===== src/rtl/prog_loader.sv =====
// Boot-time program loader: streams host words into IMem over valid/ready, holds the
// processor in reset through load and flush, then runs it until halt and reports counts.
module prog_loader #(
  parameter int WIDTH     = 32,
  parameter int ADDR_W    = 10,
  parameter int FLUSH_CYC = 4,
  parameter int CNT_W     = 32
) (
  input  logic              clk,
  input  logic              rst,
  input  logic              start,
  input  logic              in_valid,
  output logic              in_ready,
  input  logic [WIDTH-1:0]  in_data,
  input  logic              in_last,
  output logic              imem_wr_en,
  output logic [ADDR_W-1:0] imem_wr_addr,
  output logic [WIDTH-1:0]  imem_wr_data,
  output logic              proc_rst_n,
  input  logic              halt,
  output logic              done,
  output logic              err_overflow,
  output logic [ADDR_W:0]   words_loaded,
  output logic [CNT_W-1:0]  run_cycles
);

  localparam int WL_W = ADDR_W + 1;
  localparam int FC_W = (FLUSH_CYC < 1) ? 1 : $clog2(FLUSH_CYC + 1);

  typedef enum logic [2:0] {
    S_IDLE,
    S_LOAD,
    S_FLUSH,
    S_RUN,
    S_HALTED,
    S_ERROR
  } state_t;

  state_t            state, state_d;
  logic [ADDR_W-1:0] addr, addr_d;
  logic [FC_W-1:0]   flush_cnt, flush_cnt_d;

  logic              in_ready_d;
  logic              wr_en_d;
  logic [ADDR_W-1:0] wr_addr_d;
  logic [WIDTH-1:0]  wr_data_d;
  logic              proc_rst_n_d;
  logic              done_d;
  logic              err_d;
  logic [ADDR_W:0]   words_d;
  logic [CNT_W-1:0]  run_d;
  logic              accept;

  // Cycle counter sticks at all-ones rather than wrapping.
  function automatic logic [CNT_W-1:0] sat_inc(input logic [CNT_W-1:0] v);
    return (&v) ? v : v + CNT_W'(1);
  endfunction

  assign accept = in_valid & in_ready;

  always_comb begin
    state_d     = state;
    addr_d      = addr;
    flush_cnt_d = flush_cnt;
    wr_en_d     = 1'b0;
    wr_addr_d   = imem_wr_addr;
    wr_data_d   = imem_wr_data;
    words_d     = words_loaded;
    run_d       = run_cycles;

    case (state)
      S_IDLE, S_HALTED, S_ERROR: begin
        if (start) begin
          state_d = S_LOAD;
          addr_d  = '0;
          words_d = '0;
          run_d   = '0;
        end
      end
      S_LOAD: begin
        if (accept) begin
          wr_en_d   = 1'b1;
          wr_addr_d = addr;
          wr_data_d = in_data;
          addr_d    = addr + ADDR_W'(1);
          words_d   = words_loaded + WL_W'(1);
          if (in_last) begin
            state_d     = S_FLUSH;
            flush_cnt_d = FC_W'(FLUSH_CYC);
          end else if (&addr) begin
            // Last slot was just filled but the program keeps going.
            state_d = S_ERROR;
          end
        end
      end
      S_FLUSH: begin
        if (flush_cnt == '0) state_d = S_RUN;
        else                 flush_cnt_d = flush_cnt - FC_W'(1);
      end
      S_RUN: begin
        if (halt) state_d = S_HALTED;
        else      run_d   = sat_inc(run_cycles);
      end
      default: state_d = S_IDLE;
    endcase

    // Status outputs are a registered function of the state being entered.
    in_ready_d   = (state_d == S_LOAD);
    proc_rst_n_d = (state_d == S_RUN) || (state_d == S_HALTED);
    done_d       = (state_d == S_HALTED);
    err_d        = (state_d == S_ERROR);
  end

  always_ff @(posedge clk or posedge rst) begin
    if (rst) begin
      state        <= S_IDLE;
      addr         <= '0;
      flush_cnt    <= '0;
      in_ready     <= 1'b0;
      imem_wr_en   <= 1'b0;
      imem_wr_addr <= '0;
      imem_wr_data <= '0;
      proc_rst_n   <= 1'b0;
      done         <= 1'b0;
      err_overflow <= 1'b0;
      words_loaded <= '0;
      run_cycles   <= '0;
    end else begin
      state        <= state_d;
      addr         <= addr_d;
      flush_cnt    <= flush_cnt_d;
      in_ready     <= in_ready_d;
      imem_wr_en   <= wr_en_d;
      imem_wr_addr <= wr_addr_d;
      imem_wr_data <= wr_data_d;
      proc_rst_n   <= proc_rst_n_d;
      done         <= done_d;
      err_overflow <= err_d;
      words_loaded <= words_d;
      run_cycles   <= run_d;
    end
  end

endmodule


===== config.mk =====
export PLATFORM = sky130hd
export DESIGN_NAME = prog_loader
export DESIGN_NICKNAME = d
export VERILOG_FILES = /design/src/rtl/prog_loader.sv
export SDC_FILE = /design/constraint.sdc
export NUM_CORES = 1
export LEC_CHECK = 0
export CORE_AREA = 2 2 115 117
export CTS_BUF_LIST = sky130_fd_sc_hd__clkbuf_8 sky130_fd_sc_hd__clkbuf_16
export CTS_CLUSTER_DIAMETER = 80
export DETAILED_ROUTE_END_ITERATION = 8
export DIE_AREA = 0 0 117 119
export GPL_TIMING_DRIVEN = 0
export PLACE_DENSITY = 0.67
export SLEW_MARGIN = 20
export SYNTH_ARGS = -nofsm -noshare
export SYNTH_HDL_FRONTEND = slang
export SYNTH_SLANG_ARGS = --single-unit
export TNS_END_PERCENT = 5

===== constraint.sdc =====
create_clock -name clk -period 4.1 [get_ports clk]
set_clock_uncertainty 0.2 [all_clocks]
set_input_delay 0.82 -clock clk [delete_from_list [all_inputs] [get_ports clk]]
set_output_delay 0.82 -clock clk [all_outputs]
set_load 0.01 [all_outputs]

Word-level counts from Yosys, hierarchy flattened
Cells that the tools add are included.
Word-level totals
  flip-flop bits (word level): 106
  bits of input ports: 38
  memories: 0
  RAM bits: 0
  latch bits: 0
  output and inout bits: 90
  ROM bits: 0
Cells by class
  muxes and demuxes: 23
  add/subtract/negate cells: 4
  div/mod/pow operators: 0
  multipliers: 0
  bitwise logic cells: 1
  shift operators: 0
  eq/ne operators: 15
  reductions and logical operators: 13
  order comparisons: 0
Operators by type and width (count)
  $mux W32: 3
  $pmux W32 S2: 1
  $add A32 B1 Y32 const B: 1
  $reduce_and A32 Y1: 1
  $mux W3: 9
  $mux W11: 2
  $pmux W11 S2: 1
  $mux W10: 2
  $pmux W10 S2: 1
  $eq A3 B3 Y1 const B: 4
  $ne A2 B2 Y1 const B: 6
  $pmux W3 S4: 1
  $add A11 B1 Y11 const B: 1
  $add A10 B1 Y10 const B: 1
  $reduce_and A10 Y1: 1
  $eq A3 B2 Y1 const B: 3
  $reduce_and A4 Y1: 2
  $eq A3 B1 Y1 const B: 2
  $logic_not A3 Y1: 2
  $pmux W3 S2: 1
  $reduce_bool A2 Y1: 3
  $reduce_and A3 Y1: 1
  $reduce_or A3 Y1: 1
  $sub A3 B1 Y3 const B: 1
  4 further kinds: 5

Depth between registers and ports, before layout
Gate-level depths: netlist of run 1.
  depth after elaboration: 7
  gate-level depth with buffers: 9

Least setup slack after synthesis of run 1
No wires, ideal clock.
  path kind: input-to-reg
  start point: in halt
  end point: reg run_cycles[18]
  buffers on the path: 0
  stages on the path: 5
  arrival time: 2084 ps
  setup slack: 1738 ps
  data required time: 3822 ps
  cell sequence: and4bb_2 nand3_2 a21o_2 or4_1 a21oi_1
Between the ends
  longest elaborated chain between the ends: 2
Ends and longest elaborated chain
  from (decl): line 20  | input logic halt,
  $ne A2 B2 Y1 (no source line)
  $reduce_and A4 Y1 (no source line)
  to (signal assigned): line 140  | run_cycles <= run_d;
  to (decl): line 24  | output logic [CNT_W-1:0] run_cycles
Every way passes these cells.
A chain may end at the register's enable or synchronous reset.

Worst setup path in the final report of run 1
  start point: in halt
  end point: reg run_cycles[9]
Same word-level chain as after synthesis.

==> summary.md, run 1 <==
| Metric | Value |
|---|---|
| Status | `complete, no violations` |
| Clk pwr share | `0.236` |
| Initial antenna violation count | `0` |
| Ys async rst share | `1.00` |
| Tmin final | `2.88 ns` |
| Worst-Margin Slew | `0.772 ns` |
| Die ar. | `0.0139 mm²` |
| Final slew viol count | `0` |
| Worst Path Arrival | `2.95 ns` |
| Worst-Skew Late Latency | `0.35 ns` |
| Hold WS | `0.275 ns` |
| Dpl hpwl | `9140 µm` |
| Synth Register Bits | `106` |
| Final setup fails | `0` |
| Vias in the first global route | `4257` |
| Final critical-path share of the clock period | `0.703` |
| RSZ-0062 raised after global routing | `no` |
| Area growth syn-to-layout | `35.7%` |
| WL/cell | `14.7 µm` |
| DP Area | `0.00652 mm²` |
| Clock Sinks | `106` |
| Worst EP required | `4.17 ns` |
| CTS Buffer Depth | `2` |
| Max Clk Rate | `347 MHz` |
| Post-Route WL | `12600 µm` |
| Post-DR vias/cell | `5.14` |
| Cts repair resizes | `0` |
| Post-Syn Instances | `536` |
| First-pass GRT wire length | `20900 µm` |
| Comb pwr share | `0.343` |
| Post-Syn Area | `0.00500 mm²` |
| Switching pwr | `1140 µW` |
| Finished Core Util | `0.527` |
| Gr usage total | `0.189` |
| Setup crit end kind | `flip-flop` |
| Drt pass-1 iters | `4` |
| Rel. slew slack | `0.481` |
| Mapped Nets | `579` |
| Row cnt | `42` |
| Syn. warnings | `0` |
| Area contributors post-synth | `dfrtp_1, nand2_1, a21oi_1` |
| Fin nets | `718` |
| CTS tree | `yes` |
| Die Ht | `119 µm` |
| Max-cap violations | `0` |
| Syn avg cell area | `9.32 µm²` |
| DRC | `0` |
| Design Power | `3330 µW` |
| Placer congestion estimate | `0.847` |
| VDD IR-drop max | `342 µV` |
| Crit path kind | `input port to flip-flop` |
| Number of synthesized flops with an enable pin | `0` |
| Design area | `0.00678 mm²` |
| Total congestion overflow | `0` |
| DR vias | `4393` |
| I/O Buffers | `127` |
| Lkg Pwr | `0.00294 µW` |
| I/O Pins | `128` |
| Share of cells above drive strength 1 | `0.0545` |
| H-tree levels | `3` |
| Chip width | `117 µm` |
| Critical Path Fanout Max | `10` |
| Num CTS Buffers | `9` |
| Sw Ratio | `0.342` |
| Clk root buf | `clkbuf_16` |
| DR iter-0 viols | `314` |
| Most used DFF post-synth | `dfrtp_1` |
| Pwr/cell area | `490 mW/mm²` |
| Synth top area share | `0.531` |
| Inserted Diodes | `0` |
| Antenna Violating Nets Remaining | `0` |
| Starting Density | `0.388` |
| Core ar. | `0.0129 mm²` |
| Cell taking the most area after synthesis | `dfrtp_1` |
| Hold-fix buffers at CTS | `0` |
| Hold Crit Class | `flip-flop to flip-flop` |
| Int Pwr | `2190 µW` |
| Seq/Total Area, Yosys | `0.531` |
| Worst Setup Start Kind | `input port` |
| Largest net degree at the start of global routing | `69` |
| Clock-pin transition on the worst setup and hold timing paths | `0.07 ns` |
| Final hold vios | `0` |
| Netlist cell types | `53` |
| Postcts setup bufs | `0` |
| Sequential Power Share | `0.422` |
==> registers in the layout, indices dropped and copies added, names as in the netlist, 3 cells and up <==
name	count
state	3
addr	10
words_loaded	11
imem_wr_addr	10
flush_cnt	3
imem_wr_data	32
run_cycles	32
==> area by class of cell <==
| class | count | area [µm²] |
|---|---|---|
| Buffer | 22 | 103 |
| Clock buffer | 9 | 225 |
| Clock inverter | 6 | 35.0 |
| Fill cell | 1228 | 6090 |
| Inverter | 10 | 42.5 |
| Multi-Input combinational cell | 398 | 2200 |
| Sequential cell | 106 | 2650 |
| Tap cell | 176 | 220 |
| Timing Repair Buffer | 128 | 1300 |
==> layer usage <==
layer,vias up,share of wire,wire [µm],global-route usage
met5,-,0,0,0
met4,0,0.015,187,0.0772
met3,13,0.082,1040,0.0743
met2,108,0.47,5870,0.279
met1,2125,0.44,5500,0.247
li1,2147,-,-,-
==> per-stage QoR <==
step / setup TNS (ns) / setup WS [ns] / instances
detailed placement: 0 / 0.865 / 840
CTS: 0 / 1.22 / 855
global placement: -141.90 / -1.34 / 839
finish: 0 / 1.22 / 855
floorplan: 0 / 0.291 / 536
global route: 0 / 1.03 / 855
==> cell usage in the layout, fill, tap and decap left out, types with 3 or more instances in the layout <==
master,synthesis,final
and4_1,5,5
xnor2_1,14,14
or4_1,12,12
clkbuf_1,15,15
nor4_1,3,3
o21ai_0,13,13
inv_1,10,9
buf_2,3,3
nand2_1,163,163
nor3_1,8,8
a21oi_1,25,25
clkbuf_16,0,9
nor4b_1,3,3
clkinv_2,0,4
a211oi_1,3,3
nand4_1,16,16
nand2b_1,5,5
clkdlybuf4s50_1,0,127
dfrtp_1,106,106
o21ai_1,4,4
xor2_1,5,5
o31ai_1,14,14
nand3_1,18,18
and3_1,4,4
o211ai_1,5,5
nor2_1,30,30
or3_1,7,7
ha_1,5,5
nor2b_1,4,4
==> synth_stat cells (2+ instances only) <==
| cell | n |
|---|---|
| nor2b_1 | 4 |
| and4_1 | 5 |
| a211oi_1 | 3 |
| or3_1 | 7 |
| o31ai_1 | 14 |
| and3_1 | 4 |
| nand2b_1 | 5 |
| o41ai_1 | 2 |
| nand3_1 | 18 |
| nand4bb_1 | 2 |
| buf_2 | 3 |
| clkbuf_1 | 15 |
| buf_6 | 2 |
| xor2_1 | 5 |
| xnor2_1 | 14 |
| or4_1 | 12 |
| inv_1 | 10 |
| ha_1 | 5 |
| and2_1 | 2 |
| nand4_1 | 16 |
| dfrtp_1 | 106 |
| nor4_2 | 2 |
| nor4b_1 | 3 |
| a31o_2 | 2 |
| mux2i_1 | 2 |
| a21oi_1 | 25 |
| nor4_1 | 3 |
| o211ai_1 | 5 |
| o21ai_0 | 13 |
| o21ai_1 | 4 |
| nor3b_1 | 2 |
| nand4_4 | 2 |
| nand2_1 | 163 |
| nor3_1 | 8 |
| nor2_1 | 30 |
==> worst paths after layout <==
path | slack [ns] | end | startpoint | cells after the start
setup reg to reg | 1.68 | run_cycles[15] | run_cycles[0] | 8
min in group asynchronous | 0.65 | imem_wr_data[0] | rst | 2
hold reg to reg | 0.28 | imem_wr_addr[6] | imem_wr_addr[6] | 2
max in group asynchronous | 2.38 | imem_wr_addr[6] | rst | 3
hold / removal | 0.28 | imem_wr_addr[6] | imem_wr_addr[6] | 2
setup / recovery | 1.22 | run_cycles[9] | halt | 7
==> critical path, stage by stage <==
cell	delay [ns]
clkdlybuf4s50_1	0.47
nand4bb_1	0.31
o21ai_1	0.22
nand2_1	0.28
buf_2	0.28
or4_1	0.41
a21oi_1	0.18
==> cells by family after synthesis <==
| kind of cell | share of synthesized area |
|---|---|
| xor+xnor | 0.0333 |
| buf+inv | 0.0280 |
| flops | 0.531 |
| compound gates | 0.0924 |
| mux | 0.00401 |
| fa+ha+maj | 0.0125 |
| simple gates | 0.299 |
==> power groups by stage <==
stage / sequential (µW) / clock [µW] / combinational, µW
after global placement: 1410 / 0 / 1130
after detailed placement: 1420 / 0 / 1150
after CTS: 1400 / 816 / 1160
after global routing: 1430 / 854 / 1270
after floorplan: 1490 / 0 / 489
final: 1400 / 784 / 1140
(Power assumes the default switching activity.)
==> inputs of run 2 (changes only) <==
--- a/config.mk
+++ b/config.mk
@@ -11,7 +11,7 @@
 export DETAILED_ROUTE_END_ITERATION = 8
 export DIE_AREA = 0 0 117 119
 export GPL_TIMING_DRIVEN = 0
-export PLACE_DENSITY = 0.67
+export PLACE_DENSITY = 0.69
 export SLEW_MARGIN = 20
 export SYNTH_ARGS = -nofsm -noshare
 export SYNTH_HDL_FRONTEND = slang
==> constraint.sdc (replaced) <==
create_clock -name clk -period 2.4 [get_ports clk]
set_clock_uncertainty 0.2 [all_clocks]
set_input_delay 0.48 -clock clk [delete_from_list [all_inputs] [get_ports clk]]
set_output_delay 0.48 -clock clk [all_outputs]
set_load 0.01 [all_outputs]
==> run 2 against run 1 <==
Against the previous run: register-to-register slack got worse by 1.6 ns; largest cell class unchanged; critical path type unchanged; final cell count rose by 0.23%; critical endpoint is now run_cycles[18]; global-route usage rose by 0.41 points; clock power rose by 93%; hold slack got worse by 0.0013 ns; setup slack got worse by 1.1 ns; core utilization rose by 1.0 points.
==> summary.md, run 2 (synthesized netlist as in run 1, its figures left out) <==
| Metric | Value |
|---|---|
| Finished Core Util | `0.537 (+0.0103)` |
| Worst EP required | `2.47 ns (-1.70 ns)` |
| Die Ht | `119 µm (unchanged)` |
| Share of cells above drive strength 1 | `0.0720 (+0.0175)` |
| Clock-pin transition on the worst setup and hold timing paths | `0.07 ns (about the same)` |
| Vias in the first global route | `4390 (+3.1%)` |
| First-pass GRT wire length | `21300 µm (+2.2%)` |
| Placer congestion estimate | `0.883 (+4.3%)` |
| Worst Setup Start Kind | `input port` |
| Row cnt | `42 (unchanged)` |
| Switching pwr | `2020 µW (+77%)` |
| Post-Route WL | `12900 µm (+2.8%)` |
| Die ar. | `0.0139 mm² (unchanged)` |
| Num CTS Buffers | `9 (unchanged)` |
| DR vias | `4468 (+1.7%)` |
| I/O Buffers | `127 (unchanged)` |
| Placed Cells | `842 (+0.24%)` |
| Lkg Pwr | `0.00301 µW (+2.3%)` |
| WHS Path Cells | `2 (unchanged)` |
| Final setup fails | `0 (unchanged)` |
| Critical R2R Launch | `run_cycles[0]` |
| Finished Layout Cells | `857 (+0.23%)` |
| Gr usage total | `0.193 (+0.00408)` |
| DP Area | `0.00655 mm² (+0.48%)` |
| Setup crit end kind | `flip-flop` |
| CTS tree | `yes` |
| Slowest Stage Delay on Critical Path | `0.48 ns (about the same)` |
| Sequential Power Share | `0.407 (-0.015)` |
| H-tree levels | `3 (unchanged)` |
| Setup TNS | `0 ns (unchanged)` |
| Design area | `0.00691 mm² (+2.0%)` |
| Antenna Violating Nets Remaining | `0 (unchanged)` |
| Status | `complete, no violations` |
| Final critical-path share of the clock period | `0.971` |
| Max-cap violations | `0 (unchanged)` |
| Critical Path Fanout Max | `7 (-3)` |
| Clock Sinks | `106 (unchanged)` |
| Chip width | `117 µm (unchanged)` |
| CP Cell Sequence | `clkdlybuf4s50_1, and4bb_4, nand3_2, a21o_2, or4_1, a21oi_1` |
| RSZ-0062 raised after global routing | `yes` |
| Worst Path Arrival | `2.40 ns (-0.55 ns)` |
| Largest net degree at the start of global routing | `33 (-52%)` |
| Drt pass-1 iters | `5 (+1)` |
| Most frequent cells in the layout | `nand2_1, clkdlybuf4s50_1, dfrtp_1` |
| Worst-Skew Late Latency | `0.35 ns (about the same)` |
| Area growth syn-to-layout | `38.4%` |
| Commonest non-fill, non-tap cell in the layout | `nand2_1` |
| Clk pwr share | `0.256 (+0.020)` |
| Final slew viol count | `0 (unchanged)` |
| WL/cell | `15.1 µm (+2.6%)` |
| Inserted Diodes | `0 (unchanged)` |
| Post-DR vias/cell | `5.21 (+1.5%)` |
| Critical-path top delay cell | `or4_1` |
| Hold Crit Start | `imem_wr_data[9]` |
| Core ar. | `0.0129 mm² (unchanged)` |
| Postcts setup bufs | `0 (unchanged)` |
| R2R Path End | `run_cycles[17]` |
| Hold path endpoint | `imem_wr_data[9]` |
| Reg2Reg Depth | `7 (-1)` |
| Max Clk Rate | `429 MHz` |
| Hold-fix buffers at CTS | `0 (unchanged)` |
| Comb pwr share | `0.338 (-0.005)` |
| Design Power | `5900 µW (+78%)` |
| DRC | `0 (unchanged)` |
| Clk root buf | `clkbuf_16` |
| Starting Density | `0.388 (unchanged)` |
| Initial antenna violation count | `0 (unchanged)` |
| Reg-to-reg setup timing slack | `0.08 ns (-1.60 ns)` |
| Worst-Margin Slew | `0.563 ns (-0.208 ns)` |
| Total congestion overflow | `0 (unchanged)` |
| Rel. slew slack | `0.622 (+0.140)` |
| VDD IR-drop max | `574 µV (+68%)` |
| I/O Pins | `128 (unchanged)` |
| Crit path buf inv count | `1 (-1)` |
| Pwr/cell area | `854 mW/mm² (+74%)` |
| CTS Buffer Depth | `2 (unchanged)` |
| Sw Ratio | `0.342 (about the same)` |
| Cell family with most CP delay | `simple AND/OR/NAND/NOR gates` |
| Crit path kind | `input port to flip-flop` |
| DR iter-0 viols | `249 (-21%)` |
| Final hold vios | `0 (unchanged)` |
| Dpl hpwl | `9550 µm (+4.6%)` |
| Hold Crit Class | `flip-flop to flip-flop` |
| Largest registers | `imem_wr_data x32, run_cycles x32, words_loaded x11` |
| Fin nets | `720 (+0.28%)` |
| Tmin final | `2.33 ns` |
| Int Pwr | `3890 µW (+78%)` |
## run 2: cell types whose count changed in the layout (fill, tap and decap cells not counted), sizes merged
| cell | previous run | this run |
|---|---|---|
| clkinv | 4 | 0 |
| buf | 7 | 9 |
| inv | 10 | 12 |
| bufinv | 0 | 1 |
| clkinvlp | 2 | 3 |
## run 2: repair_timing
action                                  CTS  global route
gates resized for setup                   4            12
endpoints found under the setup margin   26            28
pin swaps                                 0             1
## run 2: metal layers
layer	vias up	global-route usage	part of all wire
met1	2146	0.245	0.42
li1	2143	-	-
met4	0	0.0529	0.010
met2	163	0.302	0.48
met3	16	0.0809	0.096
met5	-	0	0
## run 2: cell type report
type | count | area (µm²)
well taps | 176 | 220
multi-input cells | 398 | 2260
plain buffers | 22 | 105
flip-flops and latches | 106 | 2650
repair buffers | 130 | 1330
clock inverters | 6 | 73.8
inverters | 10 | 41.3
clock buffers | 9 | 225
fillers | 1188 | 5960
## run 2: tightest hold or removal path, delay by kind of cell (launching register included)
kind	cells	cell delay, ns
flip-flops	1	0.34
AND/OR/NAND/NOR	2	0.11
## run 2: power by group through the flow
stage	clock network (µW)	logic, µW	registers, µW
2_1_floorplan	0	836	2540
3_3_place_gp	0	1930	2410
3_5_place_dp	0	1980	2430
4_1_cts	1550	2000	2400
5_1_grt	1610	2210	2450
6_report	1510	1990	2400
## run 2: worst max-delay path by stage
stage	to	slack [ns]	cells past startpoint	startpoint
2_1_floorplan	run_cycles[19]	0.17	7	run_cycles[0]
3_3_place_gp	run_cycles[9]	-0.62	2	rst
3_5_place_dp	run_cycles[9]	-0.48	7	halt
4_1_cts	words_loaded[7]	0.01	7	in_valid
5_1_grt	run_cycles[17]	-0.04	7	run_cycles[0]
6_report	run_cycles[18]	0.07	6	halt
## run 2: stage by stage
stage | hold WS [ns] | worst slack (ns)
after floorplan | 0.261 | 0.169
after global placement | 0.257 | -0.623
after detailed placement | 0.262 | -0.482
after CTS | 0.279 | 0.0119
after global routing | 0.304 | -0.0388
final | 0.274 | 0.0704
==> inputs of run 3 (changes only) <==
--- a/config.mk
+++ b/config.mk
@@ -5,13 +5,14 @@
 export SDC_FILE = /design/constraint.sdc
 export NUM_CORES = 1
 export LEC_CHECK = 0
-export CORE_AREA = 2 2 115 117
+export ABC_AREA = 1
+export CORE_AREA = 2 2 122 124
 export CTS_BUF_LIST = sky130_fd_sc_hd__clkbuf_8 sky130_fd_sc_hd__clkbuf_16
 export CTS_CLUSTER_DIAMETER = 80
 export DETAILED_ROUTE_END_ITERATION = 8
-export DIE_AREA = 0 0 117 119
+export DIE_AREA = 0 0 124 126
 export GPL_TIMING_DRIVEN = 0
-export PLACE_DENSITY = 0.69
+export PLACE_DENSITY = 0.68
 export SLEW_MARGIN = 20
 export SYNTH_ARGS = -nofsm -noshare
 export SYNTH_HDL_FRONTEND = slang
==> run 3 against run 2 <==
Against the previous run: sequential share of layout area shrank 3.2 points; setup slack gained 0.071 ns; synthesized cell count grew 44%; wire length grew 13%; clock-buffer cell count grew 1.
==> summary.md, run 3 <==
| Metric | Value |
|---|---|
| Status | `complete, no violations` |
| I/O Buffers | `127 (unchanged)` |
| Die Ht | `126 µm (+5.9%)` |
| Worst Setup Start Kind | `flip-flop` |
| List of most frequent post-synthesis cells | `nand2_1, dfrtp_1, nor2_1` |
| Cts repair resizes | `0 (-4)` |
| Critical Path Fanout Max | `10 (+3)` |
| Row cnt | `44 (+4.8%)` |
| Sequential Power Share | `0.376 (-0.031)` |
| Crit path top cell by count | `nand2_4` |
| Gr usage total | `0.198 (+0.00507)` |
| Initial antenna violation count | `0 (unchanged)` |
| CP Cell Sequence | `ha_1, inv_2, nor2_4, nand2_4, nor2_4, nand3_2, nand2_4, nand2_4, buf_6, nand2_1, nand2_1` |
| Clk pwr share | `0.232 (-0.024)` |
| Hold-fix buffers at CTS | `0 (unchanged)` |
| Clock-pin transition on the worst setup and hold timing paths | `0.07 ns (about the same)` |
| Cell taking the most area after synthesis | `dfrtp_1` |
| Largest registers | `imem_wr_data x32, run_cycles x32, words_loaded x11` |
| Crit path kind | `flip-flop to flip-flop` |
| Post-Syn Instances | `773 (+44%)` |
| Num CTS Buffers | `9 (unchanged)` |
| Design Power | `6750 µW (+14%)` |
| Most used DFF post-synth | `dfrtp_1` |
| Synth top area share | `0.471 (-0.0597)` |
| Share of cells above drive strength 1 | `0.0598 (-0.0122)` |
| Worst-Skew Late Latency | `0.36 ns (about the same)` |
| Clk root buf | `clkbuf_16` |
| DRC | `0 (unchanged)` |
| Commonest non-fill, non-tap cell in the layout | `nand2_1` |
| Design area | `0.00754 mm² (+9.1%)` |
| Area growth syn-to-layout | `34.0%` |
| Comb pwr share | `0.392 (+0.054)` |
| Cell family with most CP delay | `simple AND/OR/NAND/NOR gates` |
| Sw Ratio | `0.372 (+0.0306)` |
| Die ar. | `0.0156 mm² (+12%)` |
| Slowest Stage Delay on Critical Path | `0.48 ns (about the same)` |
| WL/cell | `13.3 µm (-12%)` |
| Final critical-path share of the clock period | `0.941 (-0.0295)` |
| Final setup fails | `0 (unchanged)` |
| Area contributors post-synth | `dfrtp_1, nand2_1, nor2_1` |
| Postcts setup bufs | `0 (unchanged)` |
| I/O Pins | `128 (unchanged)` |
| Chip width | `124 µm (+6.0%)` |
| Vias in the first global route | `4897 (+12%)` |
| DR iter-0 viols | `346 (+39%)` |
| Number of synthesized flops with an enable pin | `0 (unchanged)` |
| DP Area | `0.00723 mm² (+10%)` |
| Tmin final | `2.26 ns (-0.0708 ns)` |
| Ys async rst share | `1.00 (unchanged)` |
| RSZ-0062 raised after global routing | `no` |
| Worst Path Arrival | `2.31 ns (-0.09 ns)` |
| First-pass GRT wire length | `24100 µm (+13%)` |
| Most frequent cells in the layout | `nand2_1, clkdlybuf4s50_1, dfrtp_1` |
| Largest net degree at the start of global routing | `29 (-12%)` |
| Starting Density | `0.393 (+0.00521)` |
| Max Clk Rate | `443 MHz (+3.1%)` |
| Critical-path top delay cell | `dfrtp_1` |
| CTS Buffer Depth | `2 (unchanged)` |
| Rel. slew slack | `0.673 (+0.0509)` |
| Clock Sinks | `106 (unchanged)` |
| Int Pwr | `4240 µW (+9.1%)` |
| Hold Crit Class | `input port to async pin` |
| Final slew viol count | `0 (unchanged)` |
| Post-Syn Area | `0.00563 mm² (+13%)` |
| Setup crit end kind | `flip-flop` |
| Post-Route WL | `14700 µm (+13%)` |
| Max-cap violations | `0 (unchanged)` |
| Drt pass-1 iters | `6 (+1)` |
| H-tree levels | `3 (unchanged)` |
| Core ar. | `0.0143 mm² (+11%)` |
| VDD IR-drop max | `528 µV (-8.0%)` |
| Worst-Margin Slew | `0.491 ns (-0.0721 ns)` |
| Inserted Diodes | `0 (unchanged)` |
| Total congestion overflow | `0 (unchanged)` |
| Synth Register Bits | `106 (unchanged)` |
| Seq/Total Area, Yosys | `0.471 (-0.0597)` |
| Fin nets | `958 (+33%)` |
| Netlist cell types | `29 (-45%)` |
| Final hold vios | `0 (unchanged)` |
| Crit path buf inv count | `2 (+1)` |
| Antenna Violating Nets Remaining | `0 (unchanged)` |
| Placer congestion estimate | `0.957 (+8.4%)` |
| DR vias | `5287 (+18%)` |
| Switching pwr | `2510 µW (+25%)` |
| CTS tree | `yes` |
| Post-DR vias/cell | `4.79 (-8.1%)` |
| Lkg Pwr | `0.00345 µW (+15%)` |
| Worst EP required | `2.45 ns (-0.02 ns)` |
| Mapped Nets | `816 (+41%)` |
| Most frequent cell after synthesis | `nand2_1` |
| Pwr/cell area | `896 mW/mm² (+4.9%)` |
| Syn. warnings | `0 (unchanged)` |
| Dpl hpwl | `11100 µm (+16%)` |
| Syn avg cell area | `7.28 µm² (-22%)` |
-- run 3: changes by cell type after synthesis, sizes merged, moves of 12 or more --
cell / change
nand2: +152
a21oi: -13
inv: +58
or4: -12
nor2: +77
nand3: +47
o31ai: -13
-- run 3: cell type report --
class,instances,area (µm²)
Buffer,22,131
Fill cell,1389,6770
Multi-Input combinational cell,577,2590
Sequential cell,106,2650
Inverter,68,262
Clock buffer,10,239
Tap cell,184,230
Timing Repair Buffer,131,1370
Clock inverter,6,72.6
-- run 3: cells by family after synthesis --
kind of cell,count (synthesis),synth area share
AND/OR/NAND/NOR,518,0.390
XOR/XNOR,14,0.0218
AO/OA/AOI/OAI,40,0.0364
flip-flops,106,0.471
buffers and inverters,90,0.0691
adder cells (fa/ha/maj),5,0.0111
-- run 3: path summary, 6_finish.rpt --
kind	cells past startpoint	end	startpoint	slack, ns
setup / recovery	11	run_cycles[13]	run_cycles[0]	0.14
hold / removal	2	words_loaded[9]	rst	0.25
min in group clk	2	imem_wr_data[27]	imem_wr_data[27]	0.28
hold reg to reg	2	imem_wr_data[27]	imem_wr_data[27]	0.28
setup reg to reg	11	run_cycles[13]	run_cycles[0]	0.14
max in group asynchronous	5	err_overflow	rst	0.90
-- run 3: metal layers --
metal / vias to the layer above / wire [µm] / track usage / part of all wire
met5: - / 0 / 0 / 0
met4: 0 / 373 / 0.0793 / 0.025
met3: 29 / 1360 / 0.0725 / 0.093
met2: 178 / 6450 / 0.300 / 0.44
met1: 2385 / 6480 / 0.256 / 0.44
li1: 2695 / - / - / -
-- run 3: power groups by stage --
stage / sequential, µW / clock [µW] / combinational [µW]
after detailed placement: 2560 / 0 / 2680
final: 2540 / 1570 / 2650
after global placement: 2560 / 0 / 2640
after global routing: 2600 / 1670 / 2950
after floorplan: 2690 / 0 / 1270
after CTS: 2540 / 1600 / 2690
-- run 3: through the flow --
step            util  TNS (ns)  hold slack (ns)  worst slack [ns]  cells
2_1_floorplan      -         0            0.252             0.446    773
3_3_place_gp   0.499    -72.83            0.261            -0.693   1084
3_5_place_dp   0.505         0            0.264            0.0192   1088
4_1_cts        0.527         0            0.254             0.147   1104
5_1_grt        0.527         0            0.293           0.00447   1104
6_report       0.527         0            0.252             0.141   1104
